==> config.mk <==
export PLATFORM = sky130hd
export DESIGN_NAME = cla_alu_pipe
export DESIGN_NICKNAME = d
export VERILOG_FILES = /design/src/rtl/cla_alu_pipe_pkg.sv /design/src/rtl/cla_alu_pipe_group.sv /design/src/rtl/cla_alu_pipe.sv
export SDC_FILE = /design/constraint.sdc
export NUM_CORES = 1
export LEC_CHECK = 0
export ABC_AREA = 1
export CAP_MARGIN = 20
export CORE_UTILIZATION = 55
export DETAILED_ROUTE_END_ITERATION = 7
export PLACE_DENSITY_LB_ADDON = 0.25
export SLEW_MARGIN = 30
export SYNTH_ARGS = -nofsm -noshare
export SYNTH_HDL_FRONTEND = slang
export SYNTH_HIERARCHICAL = 1
export SYNTH_SLANG_ARGS = --single-unit
==> constraint.sdc <==
create_clock -name clk -period 2.85 [get_ports clk]
set_clock_uncertainty 0.1 [all_clocks]
set_input_delay 0.57 -clock clk [delete_from_list [all_inputs] [get_ports clk]]
set_output_delay 0.57 -clock clk [all_outputs]
set_load 0.02 [all_outputs]
==> src/rtl/cla_alu_pipe_pkg.sv <==
// cla_alu_pkg: op encoding, flag bit positions and flag width shared by the ALU pipeline
package cla_alu_pkg;
  typedef enum logic [1:0] {OP_ADD = 2'd0, OP_SUB = 2'd1, OP_ADC = 2'd2, OP_SBC = 2'd3} op_e;
  localparam int FLG_V = 4;
  localparam int FLG_C = 3;
  localparam int FLG_N = 2;
  localparam int FLG_Z = 1;
  localparam int FLG_P = 0;
  localparam int FLAGS_W = 5;
endpackage

==> src/rtl/cla_alu_pipe_group.sv <==
// cla_group: G-bit lookahead group producing group propagate/generate and its local sum
module cla_group #(
  parameter int G = 4
) (
  input  logic [G-1:0] a,
  input  logic [G-1:0] b,
  input  logic         cin,
  output logic         pg,
  output logic         gg,
  output logic [G-1:0] sum
);
  logic c;
  always_comb begin
    c = cin;
    pg = 1'b1;
    gg = 1'b0;
    sum = '0;
    for (int j = 0; j < G; j++) begin
      sum[j] = a[j] ^ b[j] ^ c;
      c = (a[j] & b[j]) | ((a[j] ^ b[j]) & c);
      gg = (a[j] & b[j]) | ((a[j] ^ b[j]) & gg);
      pg = pg & (a[j] ^ b[j]);
    end
  end
endmodule

==> src/rtl/cla_alu_pipe.sv <==
// cla_alu_pipe: two-stage CLA add/sub with valid/ready, carry chaining and {V,C,N,Z,P} flags.
// Define CLA_ALU_PIPE_SAT_EN to clamp signed overflow instead of wrapping.
module cla_alu_pipe
  import cla_alu_pkg::*;
#(
  parameter int N = 16,
  parameter int G = 4
) (
  input  logic               clk,
  input  logic               rst,
  input  logic               in_valid,
  output logic               in_ready,
  input  logic [1:0]         op,
  input  logic [N-1:0]       a,
  input  logic [N-1:0]       b,
  output logic               out_valid,
  input  logic               out_ready,
  output logic [N-1:0]       sum,
  output logic [FLAGS_W-1:0] flags
);
  localparam int NG = N / G;
  logic               stall, ld, cin, c, v;
  op_e                op_in, op_q, op_d;
  logic [N-1:0]       b_eff, a_q, a_d, b_q, b_d, p_q, p_d, g_q, g_d, cbit, raw, res;
  logic [NG-1:0]      pg_d, gg_d, pg_q, gg_q;
  logic [NG:0]        gc;
  logic [N-1:0]       grp_sum_unused;
  logic               unused_top_pg;
  logic               s1_valid_q, s1_valid_d, out_valid_q, out_valid_d, c_reg_q, c_reg_d;
  logic [N-1:0]       sum_q, sum_d;
  logic [FLAGS_W-1:0] flags_q, flags_d, flags_new;
  assign stall = out_valid_q & ~out_ready;
  assign in_ready = ~stall;
  assign out_valid = out_valid_q;
  assign sum = sum_q;
  assign flags = flags_q;
  assign op_in = op_e'(op);
  assign b_eff = (op_in == OP_SUB || op_in == OP_SBC) ? ~b : b;
  // Only the group P/G feed stage 2; the group-local sums are recomputed once the carry is known
  for (genvar i = 0; i < NG; i++) begin : g_grp
    cla_group #(.G(G)) u_grp (
      .a(a[i*G +: G]), .b(b_eff[i*G +: G]), .cin(1'b0),
      .pg(pg_d[i]), .gg(gg_d[i]), .sum(grp_sum_unused[i*G +: G])
    );
  end
  assign unused_top_pg = ^{p_q, g_q, grp_sum_unused};
  always_comb begin
    cin = op_q == OP_ADD ? 1'b0 : op_q == OP_SUB ? 1'b1 : c_reg_q;
    gc = '0;
    cbit = '0;
    gc[0] = cin;
    for (int i = 0; i < NG; i++) gc[i+1] = gg_q[i] | (pg_q[i] & gc[i]);
    for (int i = 0; i < NG; i++) begin
      cbit[i*G] = gc[i];
      for (int j = 1; j < G; j++) cbit[i*G+j] = g_q[i*G+j-1] | (p_q[i*G+j-1] & cbit[i*G+j-1]);
    end
    raw = a_q ^ b_q ^ cbit;
    c = gc[NG];
    v = (a_q[N-1] == b_q[N-1]) & (raw[N-1] != a_q[N-1]);
`ifdef CLA_ALU_PIPE_SAT_EN
    res = v ? {a_q[N-1], {(N-1){~a_q[N-1]}}} : raw;
`else
    res = raw;
`endif
    flags_new = '0;
    flags_new[FLG_V] = v;
    flags_new[FLG_C] = c;
    flags_new[FLG_N] = res[N-1];
    flags_new[FLG_Z] = ~|res;
    flags_new[FLG_P] = ~^res;
    ld = ~stall & s1_valid_q;
    s1_valid_d = stall ? s1_valid_q : in_valid;
    op_d = stall ? op_q : op_in;
    a_d = stall ? a_q : a;
    b_d = stall ? b_q : b_eff;
    p_d = stall ? p_q : a ^ b_eff;
    g_d = stall ? g_q : a & b_eff;
    out_valid_d = stall ? out_valid_q : s1_valid_q;
    sum_d = ld ? res : sum_q;
    flags_d = ld ? flags_new : flags_q;
    c_reg_d = ld ? c : c_reg_q;
  end
  always_ff @(posedge clk) begin
    op_q <= op_d;
    a_q <= a_d;
    b_q <= b_d;
    p_q <= p_d;
    g_q <= g_d;
    pg_q <= stall ? pg_q : pg_d;
    gg_q <= stall ? gg_q : gg_d;
  end
  always_ff @(posedge clk) begin
    if (rst) begin
      s1_valid_q <= 1'b0;
      out_valid_q <= 1'b0;
      sum_q <= '0;
      flags_q <= '0;
      c_reg_q <= 1'b0;
    end else begin
      s1_valid_q <= s1_valid_d;
      out_valid_q <= out_valid_d;
      sum_q <= sum_d;
      flags_q <= flags_d;
      c_reg_q <= c_reg_d;
    end
  end
endmodule

Yosys cells after proc, flatten, opt, wreduce, memory -nomap -nowiden
Cells that the tools add are included.

operators by class
  equality and inequality tests = 5
  multiplexer cells = 3
  bitwise gates (word level) = 110
  reductions and logical operators = 5

operators with widths
  cell                count
  $and 1x1->1         59
  $xor 16x16->16      2
  $or 1x1->1          28
  $mux 16             1
  $not 16->16         1
  $reduce_or 16->1    1
  $reduce_xnor 16->1  1
  $xor 1x1->1         16
  $and 15x15->15      1
  $xor 15x15->15      1
  $eq 2x1->1 const B  2
  $eq 2x2->1 const B  1
  $logic_not 2->1     1
  $mux 1              2
  $not 1->1           2
  $eq 1x1->1          1
  $logic_not 1->1     1
  $logic_or 1x1->1    1
  $ne 1x1->1          1

word-level totals
  bits in registers = 96
  output and inout port bits = 23

Logic depth before layout (Yosys ltp)
Gate-level depths: netlist (run 1).

  word-level depth = 18
  mapped depth = 21
  gate-level depth less buffers = 21

By module
The synthesis (run 1) kept the hierarchy.

by module, submodules not included
  module                           times used  cells an instance  area an instance (µm²)  sequential area each (µm²)
  cla_alu_pipe                     1           311                3895.0                  2422.3
  cla_group at g_grp[0].u_grp ...  3           25                 182.7                   0.0
  cla_group at g_grp[3].u_grp      1           23                 183.9                   0.0

Worst setup path before layout (run 1)
OpenSTA, ideal clock, no wires.

  path kind = input to output
  start = input port out_ready
  end = output port in_ready
  data arrival time = 2.043 ns
  slack = 0.137 ns
  stages on the path = 2
  cells stage by stage = nor2_1 inv_1

on the way
  word-level cells in the longest chain between the ends = 3

RTL lines
  what         line                RTL
  from (decl)  cla_alu_pipe.sv:17  input logic out_ready,
  $not 1->1    cla_alu_pipe.sv:32  assign stall = out_valid_q & ~out_ready;
  $and 1x1->1  cla_alu_pipe.sv:32
  $not 1->1    cla_alu_pipe.sv:33  assign in_ready = ~stall;
  to (decl)    cla_alu_pipe.sv:12  output logic in_ready,

Every way passes these cells.

Worst setup path after layout (run 1)
  start = register op_q[1]
  end = register flags_q[0], in the netlist flags[0]

on the way
  word-level cells in the longest chain between the ends = 17
  elaborated cells on any way between the ends = 36
  classes of those cells = eq/ne (1); mux (2); bitwise (31); reduce/logical (2)

RTL lines
  what                    line                 RTL
  from (decl)             cla_alu_pipe.sv:23   op_e op_in, op_q, op_d;
  from (signal assigned)  cla_alu_pipe.sv:84   op_q <= op_d;
  $eq 2x1->1              cla_alu_pipe.sv:48   cin = op_q == OP_ADD ? 1'b0 : op_q == OP_SUB ? 1'b1 : c_reg_q;
  $mux 1                  cla_alu_pipe.sv:48
  $mux 1 *                cla_alu_pipe.sv:48
  $and 1x1->1             cla_alu_pipe.sv:52   for (int i = 0; i < NG; i++) gc[i+1] = gg_q[i] | (pg_q[i] & gc[i]);
  $or 1x1->1              cla_alu_pipe.sv:52
  $and 1x1->1             cla_alu_pipe.sv:52
  $or 1x1->1              cla_alu_pipe.sv:52
  $and 1x1->1             cla_alu_pipe.sv:52
  $or 1x1->1              cla_alu_pipe.sv:52
  $and 1x1->1             cla_alu_pipe.sv:55   for (int j = 1; j < G; j++) cbit[i*G+j] = g_q[i*G+j-1] | (p_q[i*G+j-1] & cbit[i*G+j-1]);
  $or 1x1->1              cla_alu_pipe.sv:55
  $and 1x1->1             cla_alu_pipe.sv:55
  $or 1x1->1              cla_alu_pipe.sv:55
  $and 1x1->1             cla_alu_pipe.sv:55
  $or 1x1->1              cla_alu_pipe.sv:55
  $xor 16x16->16 *        cla_alu_pipe.sv:57   raw = a_q ^ b_q ^ cbit;
  $reduce_xnor 16->1 *    cla_alu_pipe.sv:70   flags_new[FLG_P] = ~^res;
  to (signal assigned)    cla_alu_pipe.sv:103  flags_q <= flags_d;
  to (decl)               cla_alu_pipe.sv:31   logic [FLAGS_W-1:0] flags_q, flags_d, flags_new;

Every way passes the cells marked *; elsewhere a longest branch is shown, timed or not.
A chain may end at the register's enable or synchronous reset.

==> flow_summary.toml, run 1 <==
[outcome]
status = "finished clean"

[worst_setup_path]
critPathLaunchType = "flip-flop"
cp.arrival_ns = 2.94
max_stage_delay_ns = 0.42
crit_chain = "inv_1 > nand2_2 > nand3_2 > nand2_4 > nand2_2 > nand2_4 > a21oi_4 > inv_1 > a21oi_2 > buf_4 > xnor2_1 > ha_4 > xnor2_1 > xnor2_1 > xor2_1 > inv_1 > nand2_1 > nand3_1 > nand2_1 > inv_1"
reg2reg_to = "flags[0]$_SDFFE_PP0P_"
reg2reg_from = "op_q[1]$_DFFE_PN_"
critical_path.max_fanout = 3
crit_slowest_cell = "edfxtp_1"
reg2reg_depth = 20
end_kind = "flip-flop"
worst_path_most_repeated_cell = "inv_1"
critPathKind = "flip-flop to flip-flop"
r2r_slack_ns = 0.08
required_ns = 3.02

[cts]
clkSlewWorstSetupHoldPaths_ns = 0.08
max-clock-path-buffers = 2
numCtsBuffers = 9
cts_tree = "done"
insertion_delay_ns = 0.36
cts.sinks = 88
ctsHoldBuffers = 0
htree_levels = 3
clockRootBuffer = "clkbuf_8"

[finish]
layout.nets = 514
finalInstanceArea_um2 = 5350
final_util_pct = 72.5
syn2layout_area_growth_pct = 25.1
fillers = 524
layout-drive-gt1-share_pct = 12.1
diodes = 0
ff_latch_area_um2 = 2420
multi_input_area_um2 = 1660

[place]
gp_congestion = 0.752
place_ws_ns = 0.0463
hpwl_mm = 5.21
placed_area_um2 = 5000
port_buffers = 60

[drt]
drt-initial-drc-count = 119
wl_per_cell_um = 13.5
viasPerCell = 4.90
detail-route-antenna-nets = 0
drc = 0
via_count = 2671
drt-total-wl_mm = 7.36
drt_first_pass_iters = 4

[global_routing]
grt-ovfl-total = 0
grt_pass1_wl_mm = 12.4
antenna_found_initial = 0
grt_pass1_vias = 2644
grt_start_max_net_pins = 68
grt_usage_pct = 19.8

[power_and_ir_drop]
cellLeakagePower_nw = 2.32
max-vdd-ir-drop_mv = 0.459
p_per_area_nw_per_um2 = 704

[floorplanning]
core_area_um2 = 7370
die_h_um = 90.1
floorplan.initialDensity_pct = 58.0
rows = 31
dieArea_um2 = 8130
num_io_pins = 61
die_w_um = 90.1

[synthesis]
synthesis.nets = 445
synthCells = 372
yosys_warnings = 6
syn_area_um2 = 4270
postSynthAreaPerCell_um2 = 11.5

[timing]
hold_ws_ns = 0.367
fin_ws_ns = 0.0778
rsz0062_at_grt = "true"
max_freq_ghz = 0.361
maxSlewViolCount = 0
setup_violations = 0
worstMarginPinSlew_ns = 0.826
final.setup.tns_ns = 0
period_needed_ns = 2.77
max-slew-margin-rel_pct = 44.9
hold_violations = 0
fin_crit_sh_pct = 97.3

[worst_hold_path]
min_path_cells = 2
min_from = "flags[4]$_SDFFE_PP0P_"
hold_class = "flip-flop to flip-flop"
hold_end = "flags[4]$_SDFFE_PP0P_"

[job]
maxCapViolCount = 0
[state kept, by name, summed over array words and instances (netlist names)]
name	cells
b_q	16
p_q	12
sum	15
op_q	2
gg_q	4
a_q	16
flags	5
pg_q	4
g_q	12
out_valid	1
s1_valid_q	1
[worst max-delay path by stage]
stage	startpoint	to	slack (ns)
floorplan	out_ready	in_ready	0.14
global placement	op_q[1]$_DFFE_PN_	flags[0]$_SDFFE_PP0P_	0.13
detailed placement	op_q[1]$_DFFE_PN_	flags[0]$_SDFFE_PP0P_	0.05
CTS	op_q[1]$_DFFE_PN_	flags[0]$_SDFFE_PP0P_	0.02
global route	op_q[1]$_DFFE_PN_	flags[0]$_SDFFE_PP0P_	-0.14
finish	op_q[1]$_DFFE_PN_	flags[0]$_SDFFE_PP0P_	0.08
[critical path, delay by kind of cell (launching register included)]
kind	cells	cell delay, ns
and+or+nand+nor	8	0.56
AOI/OAI and AO/OA	2	0.28
buffers and inverters	5	0.36
DFF	1	0.42
adders and majority gates	1	0.27
xor gates and xnor gates	4	0.71
[stage by stage]
stage | cells | power (mW)
2_1_floorplan | 372 | 2.38
3_3_place_gp | 525 | 2.63
3_5_place_dp | 525 | 2.66
4_1_cts | 541 | 3.71
5_1_grt | 545 | 4.01
6_report | 545 | 3.77
[metal layers]
layer	GRT usage, %	wire (µm)	vias to the layer above
met1	25.2	3250	1221
met3	5.08	395	13
li1	-	-	1370
met4	8.87	151	0
met5	0	0	-
met2	31.9	3560	67
[what timing repair did]
action                                  CTS  global route
gates resized for setup                   0            10
setup buffers                             0             4
endpoints found under the hold margin     0             0
endpoints found under the setup margin    0             1
[cell type report]
| cell class | count | share of cell area, % |
|---|---|---|
| sequential | 88 | 45.3 |
| multi-input combinational | 219 | 31.0 |
| timing repair buffer | 67 | 12.7 |
| inverter | 56 | 3.93 |
| clock buffer | 11 | 2.83 |
| tap | 99 | 2.32 |
| clock inverter | 5 | 1.92 |
[cells in the final DEF (no fill, tap or decap)]
cell type	count
a21oi_4	2
nor2_1	15
clkdlybuf4s50_1	60
bufinv_16	3
a31o_2	1
o211ai_1	16
nand2_2	8
clkinv_1	1
ha_4	2
a221oi_1	1
clkinvlp_4	1
clkbuf_8	11
o21bai_1	1
buf_12	2
a21oi_1	7
inv_1	53
nand3_1	5
nor2_2	1
nand2_1	56
xor2_2	1
a21oi_2	2
nand3_2	4
buf_4	5
clkinv_2	1
ha_1	33
edfxtp_1	66
xor2_1	24
xnor2_1	26
nand4_1	2
inv_2	2
nand2_4	8
dfxtp_1	22
o21ai_0	4
[power breakdown]
part           switching, mW  total, mW  internal [mW]  leakage [nW]
Sequential            0.0689       1.61           1.54         0.889
Clock                  0.433       1.06          0.629         0.126
Combinational          0.569       1.10          0.528          1.30
(Power assumes the default switching activity.)
==> run 2: changes to the inputs <==
--- a/config.mk
+++ b/config.mk
@@ -9,7 +9,9 @@
 export CAP_MARGIN = 20
 export CORE_UTILIZATION = 55
 export DETAILED_ROUTE_END_ITERATION = 7
+export HOLD_SLACK_MARGIN = 0.1
 export PLACE_DENSITY_LB_ADDON = 0.25
+export RECOVER_POWER = 50
 export SLEW_MARGIN = 30
 export SYNTH_ARGS = -nofsm -noshare
 export SYNTH_HDL_FRONTEND = slang
==> run 2 against run 1 <==
Against the previous run: clock power barely moved; critical path depth did not move; count of clock-buffer cells in the layout did not move; worst hold slack barely moved; critical endpoint unchanged; worst setup slack barely moved; combinational power barely moved.
==> flow_summary.toml, run 2 (synthesis results as in run 1) <==
[worst_setup_path]
reg2reg_to = "flags[0]$_SDFFE_PP0P_"
critPathKind = "flip-flop to flip-flop"
path_buf_inv = 5
required_ns = 3.02
reg2reg_from = "op_q[1]$_DFFE_PN_"
critPathLaunchType = "flip-flop"
crit_chain = "inv_1 > nand2_2 > nand3_2 > nand2_4 > nand2_2 > nand2_4 > a21oi_4 > inv_1 > a21oi_2 > buf_4 > xnor2_1 > ha_4 > xnor2_1 > xnor2_1 > xor2_1 > inv_1 > nand2_1 > nand3_1 > nand2_1 > inv_1"
worst_path_most_repeated_cell = "inv_1"
critical_path.max_fanout = 3
crit_slowest_cell = "edfxtp_1"
end_kind = "flip-flop"
r2r_slack_ns = 0.08
crit_family = "XOR/XNOR gates"
cp.arrival_ns = 2.94
max_stage_delay_ns = 0.42
reg2reg_depth = 20

[drt]
drt-total-wl_mm = 7.36
via_count = 2684
drc = 0
drt_first_pass_iters = 4
viasPerCell = 4.92
detail-route-antenna-nets = 0
wl_per_cell_um = 13.5
drt-initial-drc-count = 121

[power_and_ir_drop]
power.sequential.fraction_pct = 42.8
cellLeakagePower_nw = 2.32
p_int_mw = 2.69
p_clk_share_pct = 28.2
p_switching_mw = 1.07
comb_power_share_pct = 29.0
p_per_area_nw_per_um2 = 703
swShare_pct = 28.4
max-vdd-ir-drop_mv = 0.460
power.total_mw = 3.76

[timing]
max-slew-margin-rel_pct = 45.3
setup_violations = 0
rsz0062_at_grt = "true"
hold_violations = 0
period_needed_ns = 2.77
worstMarginPinSlew_ns = 0.821
fin_ws_ns = 0.0779
fin_crit_sh_pct = 97.3
maxSlewViolCount = 0
max_freq_ghz = 0.361

[cts]
numCtsBuffers = 9
cts_tree = "done"
max-clock-path-buffers = 2
clockRootBuffer = "clkbuf_8"
clkSlewWorstSetupHoldPaths_ns = 0.08
cts.sinks = 88
insertion_delay_ns = 0.36
htree_levels = 3

[worst_hold_path]
hold_class = "flip-flop to flip-flop"
hold_end = "flags[4]$_SDFFE_PP0P_"
min_path_cells = 2
min_from = "flags[4]$_SDFFE_PP0P_"

[finish]
layout.nets = 514
syn2layout_area_growth_pct = 25.1
layout-drive-gt1-share_pct = 12.1
final_cell_count_no_fill = 545
mostFrequentLayoutCells = "edfxtp_1 (66), nand2_1 (56), inv_1 (53)"
fillers = 524
final_common_cell = "edfxtp_1"
diodes = 0

[place]
hpwl_mm = 5.21
port_buffers = 60
dp.cells = 525
place_ws_ns = 0.0463
gp_congestion = 0.752

[global_routing]
grt_pass1_vias = 2644
grt_usage_pct = 19.8
grt_pass1_wl_mm = 12.4
antenna_found_initial = 0
grt-ovfl-total = 0
grt_start_max_net_pins = 68

[floorplanning]
floorplan.initialDensity_pct = 58.0
rows = 31
die_w_um = 90.1
num_io_pins = 61
die_h_um = 90.1
dieArea_um2 = 8130
core_area_um2 = 7370

[outcome]
status = "finished clean"

[job]
maxCapViolCount = 0
[run 2: power groups by stage]
stage | Combinational (mW) | Clock [mW] | Sequential [mW]
2_1_floorplan | 0.732 | 0 | 1.65
3_3_place_gp | 1.01 | 0 | 1.63
3_5_place_dp | 1.03 | 0 | 1.63
4_1_cts | 1.03 | 1.08 | 1.60
5_1_grt | 1.25 | 1.13 | 1.62
6_report | 1.09 | 1.06 | 1.61
[run 2: worst max path at each step]
stage	slack [ns]	startpoint	cells past startpoint	endpoint
after floorplan	0.14	out_ready	2	in_ready
after global placement	0.13	op_q[1]$_DFFE_PN_	20	flags[0]$_SDFFE_PP0P_
after detailed placement	0.05	op_q[1]$_DFFE_PN_	20	flags[0]$_SDFFE_PP0P_
after CTS	0.02	op_q[1]$_DFFE_PN_	20	flags[0]$_SDFFE_PP0P_
after global routing	-0.14	op_q[1]$_DFFE_PN_	20	flags[0]$_SDFFE_PP0P_
final	0.08	op_q[1]$_DFFE_PN_	20	flags[0]$_SDFFE_PP0P_
[run 2: worst reg2reg max path: stages (launching register included)]
cell and delay (ns):
edfxtp_1 0.42, inv_1 0.09, nand2_2 0.07, nand3_2 0.08, nand2_4 0.08, nand2_2 0.08, nand2_4 0.07, a21oi_4 0.13
inv_1 0.06, a21oi_2 0.15, buf_4 0.13, xnor2_1 0.20, ha_4 0.27, xnor2_1 0.17, xnor2_1 0.15, xor2_1 0.19
inv_1 0.05, nand2_1 0.06, nand3_1 0.06, nand2_1 0.06, inv_1 0.03
[run 2: repair_timing]
item	CTS	global route
resized for setup	0	10
endpoints found under the setup margin	0	1
hold buffers	0	0
buffers inserted	0	4
[run 2: metrics by stage]
step	utilization [%]	hold slack [ns]	setup TNS [ns]	area, µm²
3_5_place_dp	67.8	0.355	0	5000
2_1_floorplan	-	0.350	0	4270
5_1_grt	72.5	0.406	-0.141	5350
3_3_place_gp	67.8	0.351	0	5000
6_report	72.5	0.367	0	5350
4_1_cts	71.3	0.368	0	5250
[run 2: cell type report]
type                       count  area (µm²)  area share [%]
sequential                    88        2420            45.3
multi-input combinational    219        1660            31.0
clock buffer                  11         151            2.83
clock inverter                 5         103            1.92
tap                           99         124            2.32
inverter                      56         210            3.93
timing repair buffer          67         678            12.7
[run 2: per-layer routing]
layer  vias to the layer above  routed length, µm  global-route usage (%)
li1                       1370                  -                       -
met1                      1232               3240                    25.2
met2                        69               3560                    31.9
met3                        13                401                    5.08
met4                         0                151                    8.87
met5                         -                  0                       0
==> run 3: changes to the inputs <==
--- a/config.mk
+++ b/config.mk
@@ -17,3 +17,4 @@
 export SYNTH_HDL_FRONTEND = slang
 export SYNTH_HIERARCHICAL = 1
 export SYNTH_SLANG_ARGS = --single-unit
+export TNS_END_PERCENT = 5
==> results of run 3 <==
No change in the layout: final DEF, timing and power equal those of run 2.
